<file path="src/rtl/tick_arbiter.sv">
// Two-stage tick divider that issues one round-robin slot grant among four
// requesters on every slot tick. All outputs come straight from flops.
module tick_arbiter (
  input  logic       clk,
  input  logic       rst,
  input  logic       pi_en,
  input  logic [7:0] pi_div,
  input  logic [3:0] pi_mul,
  input  logic [3:0] pi_req,
  output logic       po_tick1,
  output logic       po_tick,
  output logic [3:0] po_gnt,
  output logic [1:0] po_gnt_id,
  output logic       po_miss
);

  logic [7:0] div_s;
  logic [3:0] mul_s;
  logic [7:0] cnt1;
  logic [3:0] cnt2;
  logic [1:0] ptr;
  logic       pick_found;
  logic [1:0] pick_idx;

  // Walk from the farthest candidate back to ptr so the nearest requester wins.
  function automatic logic [2:0] rr_pick(input logic [3:0] req, input logic [1:0] start);
    logic [2:0] result;
    logic [1:0] idx;
    result = 3'b000;
    for (int i = 3; i >= 0; i--) begin
      idx = start + 2'(i);
      if (req[idx]) begin
        result = {1'b1, idx};
      end else begin
        result = result;
      end
    end
    return result;
  endfunction

  function automatic logic [3:0] onehot4(input logic [1:0] idx);
    return 4'b0001 << idx;
  endfunction

  // Round-robin selection for the current request vector and pointer.
  always_comb begin
    {pick_found, pick_idx} = rr_pick(pi_req, ptr);
  end

  // Counters, configuration shadows, pointer and all registered outputs.
  always_ff @(posedge clk) begin
    if (rst) begin
      div_s     <= pi_div;
      mul_s     <= pi_mul;
      cnt1      <= 8'd0;
      cnt2      <= 4'd0;
      ptr       <= 2'd0;
      po_tick1  <= 1'b0;
      po_tick   <= 1'b0;
      po_gnt    <= 4'b0000;
      po_gnt_id <= 2'd0;
      po_miss   <= 1'b0;
    end else if (!pi_en) begin
      po_tick1 <= 1'b0;
      po_tick  <= 1'b0;
      po_gnt   <= 4'b0000;
      po_miss  <= 1'b0;
    end else if (cnt1 == div_s) begin
      // New configuration only takes effect at a wrap, keeping counters in range.
      cnt1     <= 8'd0;
      div_s    <= pi_div;
      mul_s    <= pi_mul;
      po_tick1 <= 1'b1;
      if (cnt2 == mul_s) begin
        cnt2    <= 4'd0;
        po_tick <= 1'b1;
        if (pick_found) begin
          po_gnt    <= onehot4(pick_idx);
          po_gnt_id <= pick_idx;
          ptr       <= pick_idx + 2'd1;
          po_miss   <= 1'b0;
        end else begin
          po_gnt  <= 4'b0000;
          po_miss <= 1'b1;
        end
      end else begin
        cnt2    <= cnt2 + 4'd1;
        po_tick <= 1'b0;
        po_gnt  <= 4'b0000;
        po_miss <= 1'b0;
      end
    end else begin
      cnt1     <= cnt1 + 8'd1;
      po_tick1 <= 1'b0;
      po_tick  <= 1'b0;
      po_gnt   <= 4'b0000;
      po_miss  <= 1'b0;
    end
  end

endmodule

</file>
<file path="config.mk">
export PLATFORM = sky130hd
export DESIGN_NAME = tick_arbiter
export DESIGN_NICKNAME = d
export VERILOG_FILES = /design/src/rtl/tick_arbiter.sv
export SDC_FILE = /design/constraint.sdc
export NUM_CORES = 1
export LEC_CHECK = 0
export ABC_CLOCK_PERIOD_IN_PS = 5000
export BUFFER_PORTS_ARGS = -buffer_cell sky130_fd_sc_hd__buf_2
export CAP_MARGIN = 0
export CORE_ASPECT_RATIO = 0.7
export CORE_MARGIN = 3
export CORE_UTILIZATION = 57
export DETAILED_ROUTE_END_ITERATION = 16
export PLACE_DENSITY = 0.82
export SETUP_SLACK_MARGIN = 0.02
export SLEW_MARGIN = 20
export SYNTH_ARGS = -nofsm -noshare
export SYNTH_HDL_FRONTEND = slang
export SYNTH_SLANG_ARGS = --single-unit
</file>
<file path="constraint.sdc">
create_clock -name clk -period 5 [get_ports clk]
set_input_delay 1 -clock clk [delete_from_list [all_inputs] [get_ports clk]]
set_output_delay 1 -clock clk [all_outputs]
set_load 0.05 [all_outputs]
</file>
-- After elaboration in Yosys (flattened, before gate mapping)
Index checks and enable logic that the tools add are counted.
- register bits after elaboration: 35
- input port bits: 19
- output and inout port bits: 9
- word-level logic and storage cells: 59
- $add $sub $neg: 6
- order comparisons: 4
- equal/unequal tests: 2
- shifts and indexed selects: 1
- multiplexer cells: 23
- bitwise logic cells: 4
- reductions and logical operators: 9
- operator list (kind ; count):
    8-bit 2-to-1 mux ; 4
    4-bit 2-to-1 mux ; 4
    2-bit by 3-bit less-than comparator with 1-bit output, second input constant ; 4
    3-bit 2-to-1 mux ; 4
    8-bit by 1-bit adder with 8-bit output, second input constant ; 1
    1-bit binary-select mux with 2-bit select ; 4
    8-bit equality test ; 1
    1-bit 2-to-1 mux ; 7
    5-bit OR reduction ; 1
    2-bit by 1-bit adder with 2-bit output, second input constant ; 2
    2-bit adder, second input constant ; 2
    4-bit by 1-bit adder with 4-bit output, second input constant ; 1
    4-bit equality test ; 1
    1-bit inverter ; 4
    2-bit AND reduction ; 2
    4-bit AND reduction ; 1
    2-bit nonzero test ; 2
    4-bit OR reduction ; 1
    1-bit by 2-bit << shifter with 4-bit output, first input constant ; 1
    3-bit OR reduction ; 1
    2-bit OR reduction ; 1

-- Longest topological paths before layout
Gate-level depths: netlist (run 1).
- depth in word-level cells: 9
- gate-level depth with buffers: 6
- gate-level depth less buffers: 5

-- Least setup slack after synthesis (run 1)
OpenSTA, ideal clock, no wires.
- kind: input port to flip-flop
- start: in pi_en
- end: reg div_s[0], enable pin
- data arrival time: 2.223 ns
- path slack: 2.397 ns
- cell stages on the path: 5
- path through: buf_2 nand2_1 or3_4 nand2b_1 clkbuf_1
- longest elaborated chain between the ends: 2
- RTL lines (element ; line ; RTL):
    from (decl) ; 6 ; input logic pi_en,
    2-bit nonzero test (no line) ; - ;
    2-bit AND reduction (no line) ; - ;
    to (signal assigned) ; 53 ; div_s <= pi_div;
    to (signal assigned) ; 71 ; div_s <= pi_div;
    to (decl) ; 17 ; logic [7:0] div_s;
Every way passes these cells.
A chain may end at the register's enable or synchronous reset.

-- Worst setup path in the final report (run 1)
- start: in pi_en
- end: reg mul_s[1], enable pin
- longest elaborated chain between the ends: 2
- RTL lines (element ; line ; RTL):
    2-bit nonzero test (no line) ; - ;
    2-bit AND reduction (no line) ; - ;
    to (signal assigned) ; 54 ; mul_s <= pi_mul;
    to (signal assigned) ; 72 ; mul_s <= pi_mul;
    to (decl) ; 18 ; logic [3:0] mul_s;
Every way passes these cells.

==> results.json, run 1 <==
{
  "layout-drive-gt1-share_pct": 20.36,
  "die_x_um": 66.63,
  "dp_slack_ns": 2.272,
  "port_buffers": 27,
  "clock_path_buffers": 2,
  "cts-root-buf": "clkbuf_8",
  "setup_viol": 0,
  "regToRegEndpoint": "mul_s[1]",
  "hold_viol": 0,
  "yosys-top-cells-area": "dfxtp_1 (31%), edfxtp_1 (25%), xnor2_1 (10%), nor2_1 (5.6%), a21oi_1 (2.7%)",
  "ir_drop_mv": 0.2615,
  "layout_setup_ws_ns": 2.573,
  "remaining_drc_errors": 0,
  "leakagePower_nw": 0.6296,
  "grt_max_degree": 21,
  "holdBufCountCts": 0,
  "pwr_density_cell_nw_per_um2": 313.2,
  "routabilityCongestion": 0.7389,
  "grt_pass1_vias": 997,
  "synth_cell_types": 32,
  "cts_made_buffers": 5,
  "worst_slew_pin_slew_ns": 0.8259,
  "finalSetupTns_ns": 0,
  "status": "finished clean",
  "antenna_found_initial": 0,
  "hpwl_mm": 1.999,
  "layout_common_cells": "buf_2 (27), dfxtp_1 (23), nor2_1 (22)",
  "grt_pass1_wl_mm": 4.471,
  "synth_edf_count": 12,
  "final_common_cell": "buf_2",
  "grt.total_usage_pct": 18.46,
  "start_util_pct": 63.90,
  "io_pins": 28,
  "die_h_um": 48.44,
  "wirelength_mm": 2.636,
  "cp.required_ns": 4.91,
  "drv_cap": 0,
  "cp-start-kind": "primary input",
  "yosysTopAreaCell": "dfxtp_1",
  "numClockSinks": 35,
  "cts_setup_buffers": 0,
  "nets": 187,
  "dr.pass1.iters": 6,
  "htreeDepth": 2,
  "synthArstFlopShare_pct": 0,
  "core.rowCount": 14,
  "dieArea_um2": 3227,
  "finalNonFillerCells": 199,
  "synth_top_area_share_pct": 31.40,
  "postSynthAreaPerCell_um2": 10.70,
  "period_share_pct": 48.55,
  "clkTransAtPathRegs_ns": 0.06,
  "crit_path_start": "pi_en",
  "drt.antenna.violating_nets": 0,
  "slew_headroom_pct": 44.94,
  "crit_arrival_ns": 2.34,
  "syn-cell-area_um2": 1466,
  "core_um2": 2295,
  "rsz0062_at_grt": "no",
  "cts_tree": "built",
  "clk_latency_ns": 0.29,
  "num_antenna_cells": 0,
  "vias": 1055,
  "min_period_ns": 2.427,
  "critical_path_class": "in -> reg",
  "post_drt_via_cell_ratio": 5.302,
  "fin_worst_skew_ns": 0.006229,
  "final_util_pct": 73.83,
  "synthCells": 137,
  "area_growth_pct": 15.53,
  "dr.first_iter.drc_count": 77,
  "gr-total-overflow": 0,
  "cp_max_fo": 20,
  "post_drt_wl_per_cell_um": 13.25,
  "endpoint_kind": "register",
  "r2r_start": "cnt1[0]",
  "critPathCapture": "mul_s[1]",
  "reg2reg_depth": 4,
  "dp.cells": 191,
  "hold_path.class": "reg -> reg",
  "finalMaxSlewViolations": 0,
  "synth_warnings": 0,
  "synth_nets": 158,
  "max_freq_mhz": 412.0,
  "yosysSeqAreaShare_pct": 55.97,
  "regToRegSetupSlack_ns": 2.77,
  "synth_seq_cells": 35,
  "ctsResizeCount": 0,
  "ys.flop_type": "dfxtp_1"
}
how the worst min path moves through the flow:
| stage | startpoint | cells past startpoint | to |
|---|---|---|---|
| detailed placement | po_gnt_id[1] | 2 | po_gnt_id[1] |
| floorplan | ptr[0] | 1 | ptr[0] |
| finish | po_gnt_id[1] | 2 | po_gnt_id[1] |
| global route | po_gnt_id[1] | 2 | po_gnt_id[1] |
| CTS | po_gnt_id[1] | 2 | po_gnt_id[1] |
| global placement | po_gnt_id[0] | 2 | po_gnt_id[0] |
where the power goes:
group / internal, mW / total (mW) / switching (mW) / leakage (nW)
sequential: 0.302 / 0.307 / 0.00502 / 0.303
clock: 0.0987 / 0.190 / 0.0912 / 0.0395
combinational: 0.0153 / 0.0332 / 0.0179 / 0.287
synthesized netlist by cell type (2+ instances only):
master     n
nand2_1    8
xnor2_1   17
nor3_1     3
xor2_1     3
edfxtp_1  12
dfxtp_1   23
nand4_1    4
o21ai_0    2
clkbuf_1   3
a21oi_1    8
nand3_1    4
o21a_1     2
nand2b_1   2
mux2i_1    4
nor2_1    22
or4_1      2
ha_1       2
or4b_1     2
stage by stage:
step | instance area [µm²] | total power, mW | hold WS [ns]
finish | 1694 | 0.5306 | 0.4922
global route | 1694 | 0.5545 | 0.5230
CTS | 1694 | 0.5341 | 0.4955
detailed placement | 1614 | 0.3470 | 0.4769
global placement | 1614 | 0.3439 | 0.4699
floorplan | 1466 | 0.3333 | 0.4632
worst max-delay path: stages:
cell	delay (ns)
buf_2	0.16
nand2_1	0.09
or3_4	0.46
nand2b_1	0.62
cell families after synthesis:
group                    Yosys count  share of synthesized area (%)
AO/OA/AOI/OAI                     15                          5.973
XOR/XNOR                          20                          11.95
multiplexers                       4                          2.730
adder cells (fa/ha/maj)            2                          1.706
buffers and inverters              6                          2.132
flip-flops                        35                          55.97
AND/OR/NAND/NOR                   55                          19.54
sequential cells by signal (all words and copies together), names as in the netlist:
register and flops:
cnt1 8, cnt2 4, div_s 8, mul_s 4, po_gnt 4, po_gnt_id 2, po_miss 1, po_tick 1
po_tick1 1, ptr 2
final cells by class:
| class | count | area, µm² |
|---|---|---|
| sequential | 35 | 820.8 |
| multi-input combinational | 96 | 614.3 |
| fill | 180 | 600.6 |
| timing repair buffer | 27 | 135.1 |
| clock buffer | 8 | 80.08 |
| tap | 32 | 40.04 |
| inverter | 1 | 3.754 |
per-layer routing:
| metal | GRT usage [%] | up-vias | share of wire, % |
|---|---|---|---|
| li1 | - | 537 | - |
| met1 | 23.21 | 479 | 46 |
| met2 | 28.45 | 35 | 47 |
| met3 | 5.787 | 4 | 6.0 |
| met4 | 9.122 | 0 | 1.4 |
| met5 | 0 | - | 0 |
Note: power is estimated with default switching activity, not from simulation.
==> run 2, diff against run 1 <==
--- a/config.mk
+++ b/config.mk
@@ -5,14 +5,15 @@
 export SDC_FILE = /design/constraint.sdc
 export NUM_CORES = 1
 export LEC_CHECK = 0
-export ABC_CLOCK_PERIOD_IN_PS = 5000
+export ABC_AREA = 1
+export ABC_CLOCK_PERIOD_IN_PS = 2350
 export BUFFER_PORTS_ARGS = -buffer_cell sky130_fd_sc_hd__buf_2
 export CAP_MARGIN = 0
 export CORE_ASPECT_RATIO = 0.7
 export CORE_MARGIN = 3
-export CORE_UTILIZATION = 57
+export CORE_UTILIZATION = 55
 export DETAILED_ROUTE_END_ITERATION = 16
-export PLACE_DENSITY = 0.82
+export PLACE_DENSITY = 0.78
 export SETUP_SLACK_MARGIN = 0.02
 export SLEW_MARGIN = 20
 export SYNTH_ARGS = -nofsm -noshare
==> constraint.sdc (replaced) <==
create_clock -name clk -period 2.35 [get_ports clk]
set_input_delay 0.47 -clock clk [delete_from_list [all_inputs] [get_ports clk]]
set_output_delay 0.47 -clock clk [all_outputs]
set_load 0.05 [all_outputs]
==> run 2 against run 1 <==
Effect of this change:
- non-clock buffer count unchanged
- critical path type is now reg -> reg
- clock skew increased by 0.0068 ns
- die area increased by 23%
- via count increased by 41%
- highest routed layer unchanged
==> results.json, run 2 <==
{
  "status": "finished clean",
  "max_freq_mhz": 548.5,
  "ys.flop_type": "dfxtp_1",
  "num_antenna_cells": 0,
  "clk_latency_ns": 0.30,
  "synth_top_area_share_pct": 25.86,
  "numClockSinks": 35,
  "layout-drive-gt1-share_pct": 20.45,
  "layout_common_cells": "nand2_1 (66), inv_1 (30), buf_2 (27)",
  "dr.first_iter.drc_count": 51,
  "nets": 289,
  "yosys-top-cells-area": "dfxtp_1 (26%), edfxtp_1 (20%), nand2_1 (14%), inv_1 (6.3%), nor2_1 (5.5%)",
  "hold_path.class": "in -> reg",
  "vias": 1484,
  "routabilityCongestion": 0.8677,
  "htreeDepth": 2,
  "yosysTopAreaCell": "dfxtp_1",
  "clkTransAtPathRegs_ns": 0.08,
  "dr.pass1.iters": 4,
  "die_h_um": 53.61,
  "synth_adder_area_share_pct": 1.405,
  "syn-cell-area_um2": 1780,
  "gr-total-overflow": 0,
  "port_buffers": 27,
  "stdcell_area_um2": 2031,
  "holdBufCountCts": 0,
  "setup_viol": 0,
  "slew_headroom_pct": 69.77,
  "min_period_ns": 1.823,
  "synth_xor_area_share_pct": 2.952,
  "placed_area_um2": 1944,
  "ir_drop_mv": 0.5090,
  "synth_top_family_by_area": "simple AND/OR/NAND/NOR gates",
  "synth_seq_cells": 35,
  "period_share_pct": 77.58,
  "grt_pass1_wl_mm": 5.706,
  "leakagePower_nw": 0.9588,
  "yosys.area_share.simple_pct": 36.61,
  "netlist_top_cells_count": "nand2_1 (66), inv_1 (30), nor2_1 (26)",
  "post_drt_via_cell_ratio": 4.866,
  "antenna_found_initial": 0,
  "synthCells": 236,
  "cp.required_ns": 2.60,
  "io_pins": 28,
  "drt.antenna.violating_nets": 0,
  "die_x_um": 74.01,
  "synth_edf_count": 12,
  "cts_setup_buffers": 0,
  "hpwl_mm": 2.615,
  "critical_path_class": "reg -> reg",
  "drv_cap": 0,
  "area_growth_pct": 14.05,
  "grt_max_degree": 21,
  "synth_compound_area_share_pct": 4.076,
  "worst_slew_pin_slew_ns": 0.4528,
  "synth_cell_types": 29,
  "finalSetupTns_ns": 0,
  "postSynthAreaPerCell_um2": 7.544,
  "endpoint_kind": "register",
  "synthArstFlopShare_pct": 0,
  "rsz0062_at_grt": "no",
  "synth_nets": 257,
  "dieArea_um2": 3967,
  "wirelength_mm": 3.365,
  "top_regs": "cnt1 x8, div_s x8",
  "core_um2": 2943,
  "synth_most_common_cell": "nand2_1",
  "cts_tree": "built",
  "yosysSeqAreaShare_pct": 46.10,
  "cp_max_fo": 14,
  "core.rowCount": 16,
  "ctsResizeCount": 0,
  "pwr_density_cell_nw_per_um2": 579.7,
  "fin_worst_skew_ns": 0.01304,
  "finalMaxSlewViolations": 0,
  "clock_path_buffers": 2,
  "start_util_pct": 60.50,
  "muxShareOfSynthArea_pct": 0.5622,
  "remaining_drc_errors": 0,
  "cts-root-buf": "clkbuf_8",
  "cp-start-kind": "register",
  "post_drt_wl_per_cell_um": 11.03,
  "grt.total_usage_pct": 19.65,
  "synth_warnings": 0,
  "final_common_cell": "nand2_1",
  "grt_pass1_vias": 1299,
  "hold_viol": 0,
  "crit_arrival_ns": 2.07,
  "cts_made_buffers": 5
}
==> run 2: cell types whose count changed after synthesis, sizes merged, moves of 3 or more <==
cell / before / now
xnor2: 17 / 2
nand3: 4 / 18
o21ai: 2 / 7
nor3b: 0 / 5
mux2i: 4 / 1
nor3: 3 / 7
nand2: 8 / 74
inv: 1 / 35
clkbuf: 3 / 0
nor2: 22 / 29
==> run 2: routing by layer <==
metal  GRT usage, %  share of wire (%)  up-vias
met3          7.276                6.8        7
met5              0                  0        -
met1          27.04                 53      623
met4          7.229                1.3        0
li1               -                  -      815
met2          28.24                 39       39
==> run 2: critical path: stages (launching register included) <==
cell	delay [ns]
dfxtp_1	0.60
inv_2	0.16
nand2_1	0.11
nand2_2	0.07
nand2_2	0.12
nand4_2	0.17
nand2_1	0.09
nand2_1	0.05
nand2_1	0.12
nand3_1	0.09
nand3_1	0.09
nand2_1	0.05
inv_1	0.05
==> run 2: cell families (layout without fill, tap and decap cells) <==
group,Yosys count,in the layout
simple gates,141,141
compound gates,14,14
fa+ha+maj,2,2
flops,35,35
mux,1,1
buf+inv,37,70
xor+xnor,6,6
==> run 2: final timing paths <==
kind / slack (ns) / endpoint / cells past startpoint / from
min reg2reg: 0.48 / po_gnt_id[1] / 2 / po_gnt_id[1]
min: 0.35 / div_s[4] / 1 / pi_div[4]
max: 0.53 / ptr[1] / 12 / ptr[0]
max reg2reg: 0.53 / ptr[1] / 12 / ptr[0]
==> run 2: cell type report <==
class | instances | area, µm²
inverter | 35 | 131.4
timing repair buffer | 27 | 135.1
tap | 36 | 45.04
sequential | 35 | 820.8
clock buffer | 5 | 68.82
clock inverter | 3 | 17.52
fill | 249 | 912.1
multi-input combinational | 164 | 812.0
==> run 2: where the power goes <==
part           internal, mW  leakage [nW]  switching (mW)
sequential            0.642         0.303         0.00882
clock                 0.207        0.0488           0.224
combinational        0.0364         0.607          0.0585
total                 0.886         0.959           0.291
==> run 2: per-stage QoR <==
step | utilization, % | hold slack (ns) | cells | worst slack, ns | power [mW]
5_1_grt | 69.01 | 0.3380 | 305 | 0.3270 | 1.233
3_3_place_gp | 66.07 | 0.4607 | 297 | 0.5746 | 0.7565
3_5_place_dp | 66.07 | 0.4640 | 297 | 0.5436 | 0.7598
2_1_floorplan | - | 0.5002 | 236 | 0.7281 | 0.7279
4_1_cts | 69.01 | 0.3433 | 305 | 0.5360 | 1.187
6_report | 69.01 | 0.3478 | 305 | 0.5268 | 1.177
